### src/rtl/mem_if_arb.sv
// mem_if_arb: round-robin arbiter that funnels NUM_REQ mem_if requesters
// onto one downstream port toward the Wishbone bridge. Only one transaction
// is in flight downstream at a time; the response goes back to its owner
// through a zero-latency combinational path.
//
// Optional feature: define MEM_IF_ARB_TIMEOUT_EN to build the WAIT-state
// watchdog. When it fires, the owner gets a synthetic response
// (type 7, latched tid, data DEAD_BEEF). The late downstream response is
// then swallowed in DROP.
//
// Handshake rule on every port: a transfer happens on a rising clk_i edge
// where valid and ready are both 1. A valid source holds its payload
// stable until that edge. The arbiter never makes ready depend on payload
// contents.
//
// state_o and rr_ptr_o expose the FSM state and the round-robin pointer
// for debug. State encoding: IDLE=0, SEND=1, WAIT=2, DROP=3.
`timescale 1ns/1ps
module mem_if_arb #(
  parameter int NUM_REQ     = 2,
  parameter int TIMEOUT_CYC = 256
) (
  input  logic                   clk_i,
  input  logic                   rst_i,
  input  logic [NUM_REQ-1:0]     s_req_valid,
  output logic [NUM_REQ-1:0]     s_req_ready,
  input  logic [NUM_REQ*87-1:0]  s_req,
  output logic [NUM_REQ-1:0]     s_resp_valid,
  input  logic [NUM_REQ-1:0]     s_resp_ready,
  output logic [50:0]            s_resp,
  output logic                   m_req_valid,
  input  logic                   m_req_ready,
  output logic [86:0]            m_req,
  input  logic                   m_resp_valid,
  output logic                   m_resp_ready,
  input  logic [50:0]            m_resp,
  output logic [1:0]             grant_o,
  output logic                   timeout_o,
  output logic [1:0]             state_o,
  output logic [1:0]             rr_ptr_o
);

`ifdef MEM_IF_ARB_TIMEOUT_EN
  typedef enum logic [1:0] {IDLE = 2'd0, SEND = 2'd1, WAIT = 2'd2, DROP = 2'd3} state_t;
`else
  typedef enum logic [1:0] {IDLE = 2'd0, SEND = 2'd1, WAIT = 2'd2} state_t;
`endif

  state_t state_q, state_d;
  logic [1:0]  rr_q;
  logic [1:0]  grant_q;
  logic [86:0] req_q;

  logic [2*NUM_REQ-1:0] valid_dbl;
  logic [NUM_REQ-1:0]   valid_rot;
  logic [2:0]           cand;
  logic                 win_found;
  logic [1:0]           win_idx;
  logic [NUM_REQ-1:0]   win_oh;
  logic [86:0]          win_pkt;
  logic [NUM_REQ-1:0]   own_oh;
  logic                 own_ready;
  logic                 txn_done;
  logic                 wd_fire;
  logic                 set_timeout;

  // Round-robin pick: rotate the valid vector so rr_q sits at bit 0 and
  // take the lowest set bit. Then map it back to a requester index.
  always_comb begin
    valid_dbl = {s_req_valid, s_req_valid};
    valid_rot = NUM_REQ'(valid_dbl >> rr_q);
    win_found = 1'b0;
    cand      = 3'd0;
    for (int k = NUM_REQ - 1; k >= 0; k--) begin
      if (valid_rot[k]) begin
        win_found = 1'b1;
        cand      = {1'b0, rr_q} + 3'(k);
      end
    end
    if (cand >= 3'(NUM_REQ)) cand = cand - 3'(NUM_REQ);
    win_idx = cand[1:0];
  end

  // Decode the winner and the current owner into one-hot form, and mux
  // out the winner's packet and the owner's response-ready.
  always_comb begin
    win_oh    = '0;
    own_oh    = '0;
    win_pkt   = '0;
    own_ready = 1'b0;
    for (int i = 0; i < NUM_REQ; i++) begin
      if (win_idx == 2'(i)) begin
        win_oh[i] = win_found;
        win_pkt   = s_req[i*87 +: 87];
      end
      if (grant_q == 2'(i)) begin
        own_oh[i] = 1'b1;
        own_ready = s_resp_ready[i];
      end
    end
  end

`ifdef MEM_IF_ARB_TIMEOUT_EN
  localparam int WD_W = (TIMEOUT_CYC > 2) ? $clog2(TIMEOUT_CYC) : 1;
  localparam logic [WD_W-1:0] WD_LAST = WD_W'(TIMEOUT_CYC - 1);
  logic [WD_W-1:0] wd_q;
  logic            timeout_q;

  assign wd_fire = (state_q == WAIT) && (wd_q == WD_LAST);

  // Watchdog: cleared on entry to WAIT. It counts WAIT cycles that have no
  // response handshake, and holds once it reaches the limit.
  always_ff @(posedge clk_i or posedge rst_i) begin
    if (rst_i) begin
      wd_q      <= '0;
      timeout_q <= 1'b0;
    end else begin
      if (state_q == SEND && state_d == WAIT) begin
        wd_q <= '0;
      end else if (state_q == WAIT && !wd_fire && !(m_resp_valid && own_ready)) begin
        wd_q <= wd_q + 1'b1;
      end
      if (set_timeout) timeout_q <= 1'b1;
    end
  end

  assign timeout_o = timeout_q;
`else
  assign wd_fire = 1'b0;
  // Without the watchdog the flag is a constant zero.
  assign timeout_o = (TIMEOUT_CYC < 0);
`endif

  // FSM next state and all handshake outputs. Everything defaults to idle
  // and is forced quiet while reset is held.
  always_comb begin
    state_d      = state_q;
    s_req_ready  = '0;
    s_resp_valid = '0;
    s_resp       = '0;
    m_req_valid  = 1'b0;
    m_resp_ready = 1'b0;
    txn_done     = 1'b0;
    set_timeout  = 1'b0;
    case (state_q)
      IDLE: begin
        if (win_found) begin
          s_req_ready = win_oh;
          state_d     = SEND;
        end
      end
      SEND: begin
        m_req_valid = 1'b1;
        if (m_req_ready) state_d = WAIT;
      end
      WAIT: begin
        if (wd_fire) begin
          s_resp_valid = own_oh;
          s_resp       = {3'd7, req_q[83:68], 32'hDEAD_BEEF};
          if (own_ready) begin
            txn_done    = 1'b1;
            set_timeout = 1'b1;
`ifdef MEM_IF_ARB_TIMEOUT_EN
            state_d     = DROP;
`endif
          end
        end else begin
          s_resp_valid = m_resp_valid ? own_oh : '0;
          s_resp       = m_resp;
          m_resp_ready = own_ready;
          if (m_resp_valid && own_ready) begin
            txn_done = 1'b1;
            state_d  = IDLE;
          end
        end
      end
`ifdef MEM_IF_ARB_TIMEOUT_EN
      DROP: begin
        m_resp_ready = 1'b1;
        if (m_resp_valid) state_d = IDLE;
      end
`endif
      default: state_d = IDLE;
    endcase
    if (rst_i) s_req_ready = '0;
  end

  // State, grant, latched packet and round-robin pointer. The pointer moves
  // only when a transaction completes.
  always_ff @(posedge clk_i or posedge rst_i) begin
    if (rst_i) begin
      state_q <= IDLE;
      rr_q    <= 2'd0;
      grant_q <= 2'd0;
      req_q   <= '0;
    end else begin
      state_q <= state_d;
      if (state_q == IDLE && win_found) begin
        grant_q <= win_idx;
        req_q   <= win_pkt;
      end
      if (txn_done) begin
        rr_q <= (grant_q == 2'(NUM_REQ - 1)) ? 2'd0 : grant_q + 2'd1;
      end
    end
  end

  assign m_req    = req_q;
  assign grant_o  = grant_q;
  assign state_o  = state_q;
  assign rr_ptr_o = rr_q;

endmodule

### config.mk
export PLATFORM = sky130hd
export DESIGN_NAME = mem_if_arb
export DESIGN_NICKNAME = d
export VERILOG_FILES = /design/src/rtl/mem_if_arb.sv
export SDC_FILE = /design/constraint.sdc
export NUM_CORES = 1
export LEC_CHECK = 0
export CAP_MARGIN = 20
export CORE_AREA = 4 4 148 150
export CTS_CLUSTER_DIAMETER = 100
export DETAILED_ROUTE_END_ITERATION = 8
export DIE_AREA = 0 0 152 154
export SLEW_MARGIN = 20
export SYNTH_ARGS = -nofsm -noshare
export SYNTH_HDL_FRONTEND = slang
export SYNTH_SLANG_ARGS = --single-unit
### constraint.sdc
create_clock -name clk_i -period 5 [get_ports clk_i]
set_input_delay 1 -clock clk_i [delete_from_list [all_inputs] [get_ports clk_i]]
set_output_delay 1 -clock clk_i [all_outputs]
set_load 0.03 [all_outputs]
==> flow_metrics.env, run 1 <==
export IMPL_grt_first_pass_wirelength_mm=30.8
export IMPL_dp_slack_ns=1.05
export IMPL_maxCapViolations=0
export IMPL_initial_utilization_pct=22.6
export IMPL_cp_data_arrival_time_ns=2.94
export IMPL_worstPathCellList="clkdlybuf4s50_1 -> a21boi_1 -> o21a_4 -> and3_1 -> clkdlybuf4s50_1"
export IMPL_overflow=0
export IMPL_wl_met3_mm=1.64
export IMPL_rsz0062_at_grt="false"
export IMPL_vias=5058
export IMPL_crit_path_max_incr_delay_ns=0.72
export IMPL_ys_async_sr_fraction_pct=100
export IMPL_cts_tree="done"
export IMPL_fp_dieArea_um2=23400
export IMPL_yosys_warnings=0
export IMPL_dp_hpwl_mm=15.4
export IMPL_min_path_type="reg -> reg"
export IMPL_critPathRequiredTime_ns=4.00
export IMPL_grt_pass1_vias=5103
export IMPL_synth_common_cells="nor2_1, dfrtp_1, a221oi_1"
export IMPL_cts_hold_buf=0
export IMPL_syn_avg_cell_area_um2=9.58
export IMPL_min_period_ns=3.94
export IMPL_finalSetupTns_ns=0
export IMPL_cpMaxStageDelayCell="clkdlybuf4s50_1"
export IMPL_synth_edf_count=0
export IMPL_total_power_mw=5.21
export IMPL_yosysTopAreaCell="dfrtp_1"
export IMPL_power_leakage_nw=3.49
export IMPL_rows=53
export IMPL_die_width_um=152
export IMPL_io_pins=384
export IMPL_crit_type="in -> out"
export IMPL_ant_nets=0
export IMPL_synth_area_um2=4670
export IMPL_area_delta_synth_final_pct=92.7
export IMPL_clockBufferDepth=2
export IMPL_setup_viol=0
export IMPL_cts_buffers=9
export IMPL_synth_area_leaders="dfrtp_1, nor2_1, a221oi_1, and2_1, a221oi_2"
export IMPL_io_buffers=382
export IMPL_clkSinkCount=93
export IMPL_wl_met1_mm=7.72
export IMPL_yosysTopAreaCellShare_pct=49.8
export IMPL_max_freq_ghz=0.254
export IMPL_skew_ns=0.00651
export IMPL_clk_pin_slew_ns=0.07
export IMPL_grt_antenna_before_repair=0
export IMPL_n_antenna_cell=0
export IMPL_first_pass_iters=4
export IMPL_gp_congestion=0.795
export IMPL_path_max_fanout=5
export IMPL_routed_wirelength_mm=20.2
export IMPL_timing_hold_violations_final=0
export IMPL_synth_most_common_cell="nor2_1"
export IMPL_dr_wl_met2_mm=10.6
export IMPL_cts_max_level=3
export IMPL_ys_seq_area_share_pct=49.8
export IMPL_status="completed"
export IMPL_post_cts_resized=0
export IMPL_cp_top_family="buffers and inverters"
export IMPL_grt_max_degree=88
export IMPL_cts_setup_buffers=0
export IMPL_nets=1080
export IMPL_synth_ff_type="dfrtp_1"
export IMPL_drt_iter0_markers=279
export IMPL_insertion_delay_ns=0.34
export IMPL_crit_path_end_kind="output port"
export IMPL_syn_num_nets=722
export IMPL_powerDensity_nw_per_um2=579
export IMPL_ys_ff_latch=93
export IMPL_slew_viol_final=0
export IMPL_ys_types=28
export IMPL_fp_dieH_um=154
export IMPL_final_setup_worst_slack_ns=1.06
export IMPL_post_drt_wl_per_cell_um=18.0
export IMPL_core_um2=20700
export IMPL_ir_worst_vdd_mv=0.280
export IMPL_worstSetupStartpointType="input pin"
export IMPL_topRoutingLayerUsed="met4"
export IMPL_drcViolationCount=0
export IMPL_routed_via_density=4.49
export IMPL_finish_utilization_pct=43.5
export IMPL_synth_cells=488
export IMPL_drive_above_1_share_pct=5.88
export IMPL_relSlewSlack_pct=26.8
export IMPL_worst_pin_slew_ns=1.10
export IMPL_root_buffer="clkbuf_16"
export IMPL_final_period_utilization_pct=78.8
export IMPL_path_common_cell="clkdlybuf4s50_1"
export IMPL_cp_buffers_inverters=2
export IMPL_grtUsageTotal_pct=16.6
==> layer usage <==
metal | GRT usage (%) | vias up
met5 | 0 | -
met4 | 4.37 | 0
met3 | 5.85 | 18
met2 | 29.5 | 239
met1 | 19.1 | 2369
li1 | - | 2432
==> sequential cells by signal (all words and copies together) (netlist names) <==
signal / cells
m_req: 87
grant_o: 2
rr_ptr_o: 2
state_o: 2
==> worst reg2reg max path, stage by stage, from the launching register on <==
cell	delay, ns
dfrtp_1	0.46
ha_1	0.33
and4bb_1	0.24
o21ai_4	0.13
buf_4	0.46
buf_4	0.60
a221oi_1	0.25
nor2_1	0.17
==> cell families (layout without fill, tap and decap cells) <==
| logic type | count (synthesis) | count (layout) | share of synthesized area (%) |
|---|---|---|---|
| simple gates | 247 | 247 | 23.5 |
| compound gates | 96 | 96 | 20.3 |
| flops | 93 | 93 | 49.8 |
| buf+inv | 48 | 411 | 5.54 |
| mux | 2 | 2 | 0.428 |
| fa+ha+maj | 1 | 1 | 0.268 |
| other cells | 1 | 1 | 0.0802 |
==> power breakdown <==
part / switching, mW / total (mW) / internal [mW]
clock: 0.311 / 0.704 / 0.393
sequential: 0.202 / 1.33 / 1.12
combinational: 1.90 / 3.18 / 1.28
==> worst paths after layout <==
check | from | to | slack (ns) | depth (start not counted)
max in group asynchronous | rst_i | m_req[22] | 3.31 | 3
min reg2reg | m_req[24] | m_req[24] | 0.49 | 2
min in group asynchronous | rst_i | m_req[66] | 1.17 | 3
max reg2reg | rr_ptr_o[0] | m_req[28] | 2.30 | 7
min | m_req[24] | m_req[24] | 0.49 | 2
max | s_req_valid[0] | s_req_ready[0] | 1.06 | 5
==> layout by cell type, fill, tap and decap left out, types with 2 or more instances in the layout <==
cell type,Yosys,routed
a221oi_1,68,68
a221oi_2,19,19
clkbuf_16,0,9
nand2_1,5,5
nand2b_1,3,3
mux2i_1,2,2
nand3_1,2,2
inv_1,3,2
dfrtp_1,93,93
nor2_1,176,176
and2_1,53,53
buf_4,5,10
o21ai_0,2,2
o21ai_4,0,3
clkdlybuf4s50_1,0,382
and3_1,2,2
==> through the flow <==
stage / instances / area (µm²) / hold slack [ns]
6_report: 1126 / 9000 / 0.495
5_1_grt: 1126 / 9000 / 0.515
4_1_cts: 1126 / 9000 / 0.501
3_5_place_dp: 1110 / 8700 / 0.485
3_3_place_gp: 1110 / 8700 / 0.475
2_1_floorplan: 488 / 4670 / 0.671
==> cell type report <==
| class | count | area (µm²) |
|---|---|---|
| fill | 2063 | 11700 |
| timing repair buffer | 392 | 3900 |
| sequential | 93 | 2330 |
| multi-input combinational | 347 | 2120 |
| tap | 275 | 344 |
| clock buffer | 10 | 229 |
| clock inverter | 6 | 71.3 |
| inverter | 3 | 13.8 |
Note: power is estimated with default switching activity, not from simulation.
==> inputs of run 2 (changes only) <==
Settings changed: CORE_AREA 4 4 148 150 to default, CORE_ASPECT_RATIO from default to 0.5, CORE_MARGIN from default to 4, CORE_UTILIZATION from default to 30, DIE_AREA 0 0 152 154 to default, PLACE_DENSITY from default to 0.78.
Clock period 5 ns to 3.3 ns, I/O delays scaled along.
==> flow_metrics.env, run 2 (synthesized netlist as in run 1, its figures left out) <==
export IMPL_insertion_delay_ns=0.33
export IMPL_powerDensity_nw_per_um2=885
export IMPL_cts_buffers=9
export IMPL_final_setup_worst_slack_ns=0.422
export IMPL_dp_slack_ns=0.454
export IMPL_cp_top_family="buffers and inverters"
export IMPL_cpMaxStageDelayCell="clkdlybuf4s50_1"
export IMPL_slew_viol_final=0
export IMPL_clk_pin_slew_ns=0.06
export IMPL_drcViolationCount=0
export IMPL_grtUsageTotal_pct=21.2
export IMPL_gr_usage_met3_pct=5.40
export IMPL_initial_utilization_pct=31.5
export IMPL_rows=31
export IMPL_layout_common_cells="clkdlybuf4s50_1, nor2_1, dfrtp_1, a221oi_1, and2_1"
export IMPL_crit_type="reg -> out"
export IMPL_grt_first_pass_wirelength_mm=29.2
export IMPL_critPathRequiredTime_ns=2.64
export IMPL_cp_data_arrival_time_ns=2.22
export IMPL_grt_antenna_before_repair=0
export IMPL_gp_congestion=0.818
export IMPL_rsz0062_at_grt="false"
export IMPL_post_drt_wl_per_cell_um=18.9
export IMPL_cts_hold_buf=0
export IMPL_routed_via_density=4.90
export IMPL_cp_buffers_inverters=2
export IMPL_die_width_um=185
export IMPL_worstSetupStartpointType="flop"
export IMPL_fp_dieArea_um2=17800
export IMPL_drive_above_1_share_pct=6.12
export IMPL_grt_max_degree=88
export IMPL_io_buffers=382
export IMPL_use_met2_pct=40.3
export IMPL_path_max_fanout=55
export IMPL_clkSinkCount=93
export IMPL_clockBufferDepth=2
export IMPL_cts_setup_buffers=0
export IMPL_status="completed"
export IMPL_fp_dieH_um=96.3
export IMPL_cts_max_level=3
export IMPL_skew_ns=0.0110
export IMPL_final_common_cell="clkdlybuf4s50_1"
export IMPL_min_period_ns=2.88
export IMPL_vias=5135
export IMPL_routed_wirelength_mm=19.9
export IMPL_crit_path_max_incr_delay_ns=0.70
export IMPL_maxCapViolations=0
export IMPL_n_antenna_cell=0
export IMPL_finalSetupTns_ns=0
export IMPL_worst_pin_slew_ns=0.848
export IMPL_timing_hold_violations_final=0
export IMPL_nets=1079
export IMPL_area_delta_synth_final_pct=90.8
export IMPL_io_pins=384
export IMPL_grt_use_met1_pct=23.9
export IMPL_root_buffer="clkbuf_16"
export IMPL_worstPathCellList="nor2b_2 -> buf_4 -> nand2_1 -> nor3b_1 -> clkdlybuf4s50_1"
export IMPL_fill_cells=1294
export IMPL_top_usage_layer="met2"
export IMPL_overflow=0
export IMPL_post_cts_resized=0
export IMPL_grt_pass1_vias=5330
export IMPL_power_leakage_nw=3.49
export IMPL_drt_iter0_markers=264
export IMPL_crit_path_end_kind="output port"
export IMPL_min_path_type="reg -> reg"
export IMPL_first_pass_iters=4
export IMPL_ant_nets=0
export IMPL_largest_reg_flops=87
export IMPL_relSlewSlack_pct=43.4
export IMPL_final_period_utilization_pct=87.2
export IMPL_ir_worst_vdd_mv=0.549
export IMPL_core_um2=14900
export IMPL_dp_hpwl_mm=15.3
export IMPL_max_freq_ghz=0.348
export IMPL_cts_tree="done"
export IMPL_setup_viol=0
==> run 2: metal layers <==
metal	wire [µm]	vias up	share of wire [%]
met2	10900	181	55
met1	7410	2492	37
met4	480	0	2.4
met5	0	-	0
met3	1110	37	5.6
li1	-	2425	-
==> run 2: metrics by stage <==
stage	utilization [%]	std cells	total power, mW	hold WS [ns]	instance area [µm²]
floorplan	-	488	4.78	0.671	4680
global placement	58.0	1032	6.81	0.478	8610
detailed placement	58.0	1032	6.91	0.485	8610
CTS	60.0	1048	7.98	0.502	8910
global route	60.0	1048	8.35	0.522	8910
finish	60.0	1048	7.89	0.496	8910
==> run 2: worst paths after layout <==
| check | startpoint | to | slack, ns | cells after the start |
|---|---|---|---|---|
| max | state_o[0] | s_resp_valid[1] | 0.42 | 5 |
| min | m_req[36] | m_req[36] | 0.50 | 2 |
| max reg2reg | rr_ptr_o[0] | m_req[23] | 1.16 | 6 |
| min reg2reg | m_req[36] | m_req[36] | 0.50 | 2 |
| max in group asynchronous | rst_i | m_req[50] | 1.93 | 3 |
| min in group asynchronous | rst_i | m_req[64] | 0.87 | 3 |
==> run 2: area by class of cell <==
| cell class | instances | area (µm²) | share of cell area (%) |
|---|---|---|---|
| clock buffer | 9 | 225 | 2.53 |
| clock inverter | 7 | 75.1 | 0.842 |
| inverter | 3 | 15.0 | 0.168 |
| multi-input combinational | 347 | 2110 | 23.7 |
| sequential | 93 | 2330 | 26.1 |
| tap | 198 | 248 | 2.78 |
| timing repair buffer | 391 | 3910 | 43.9 |
==> run 2: worst register-to-register path, stage by stage (launching register included) <==
cell      delay [ns]
dfrtp_1         0.44
ha_1            0.33
and4bb_1        0.33
o21ai_4         0.08
buf_12          0.26
a221oi_1        0.49
nor2_1          0.09
==> run 2: power breakdown <==
| part | total [mW] | leakage [nW] | switching (mW) | internal, mW |
|---|---|---|---|---|
| clock network | 1.04 | 0.143 | 0.449 | 0.592 |
| logic | 4.84 | 2.31 | 2.89 | 1.95 |
| registers | 2.01 | 1.04 | 0.307 | 1.70 |
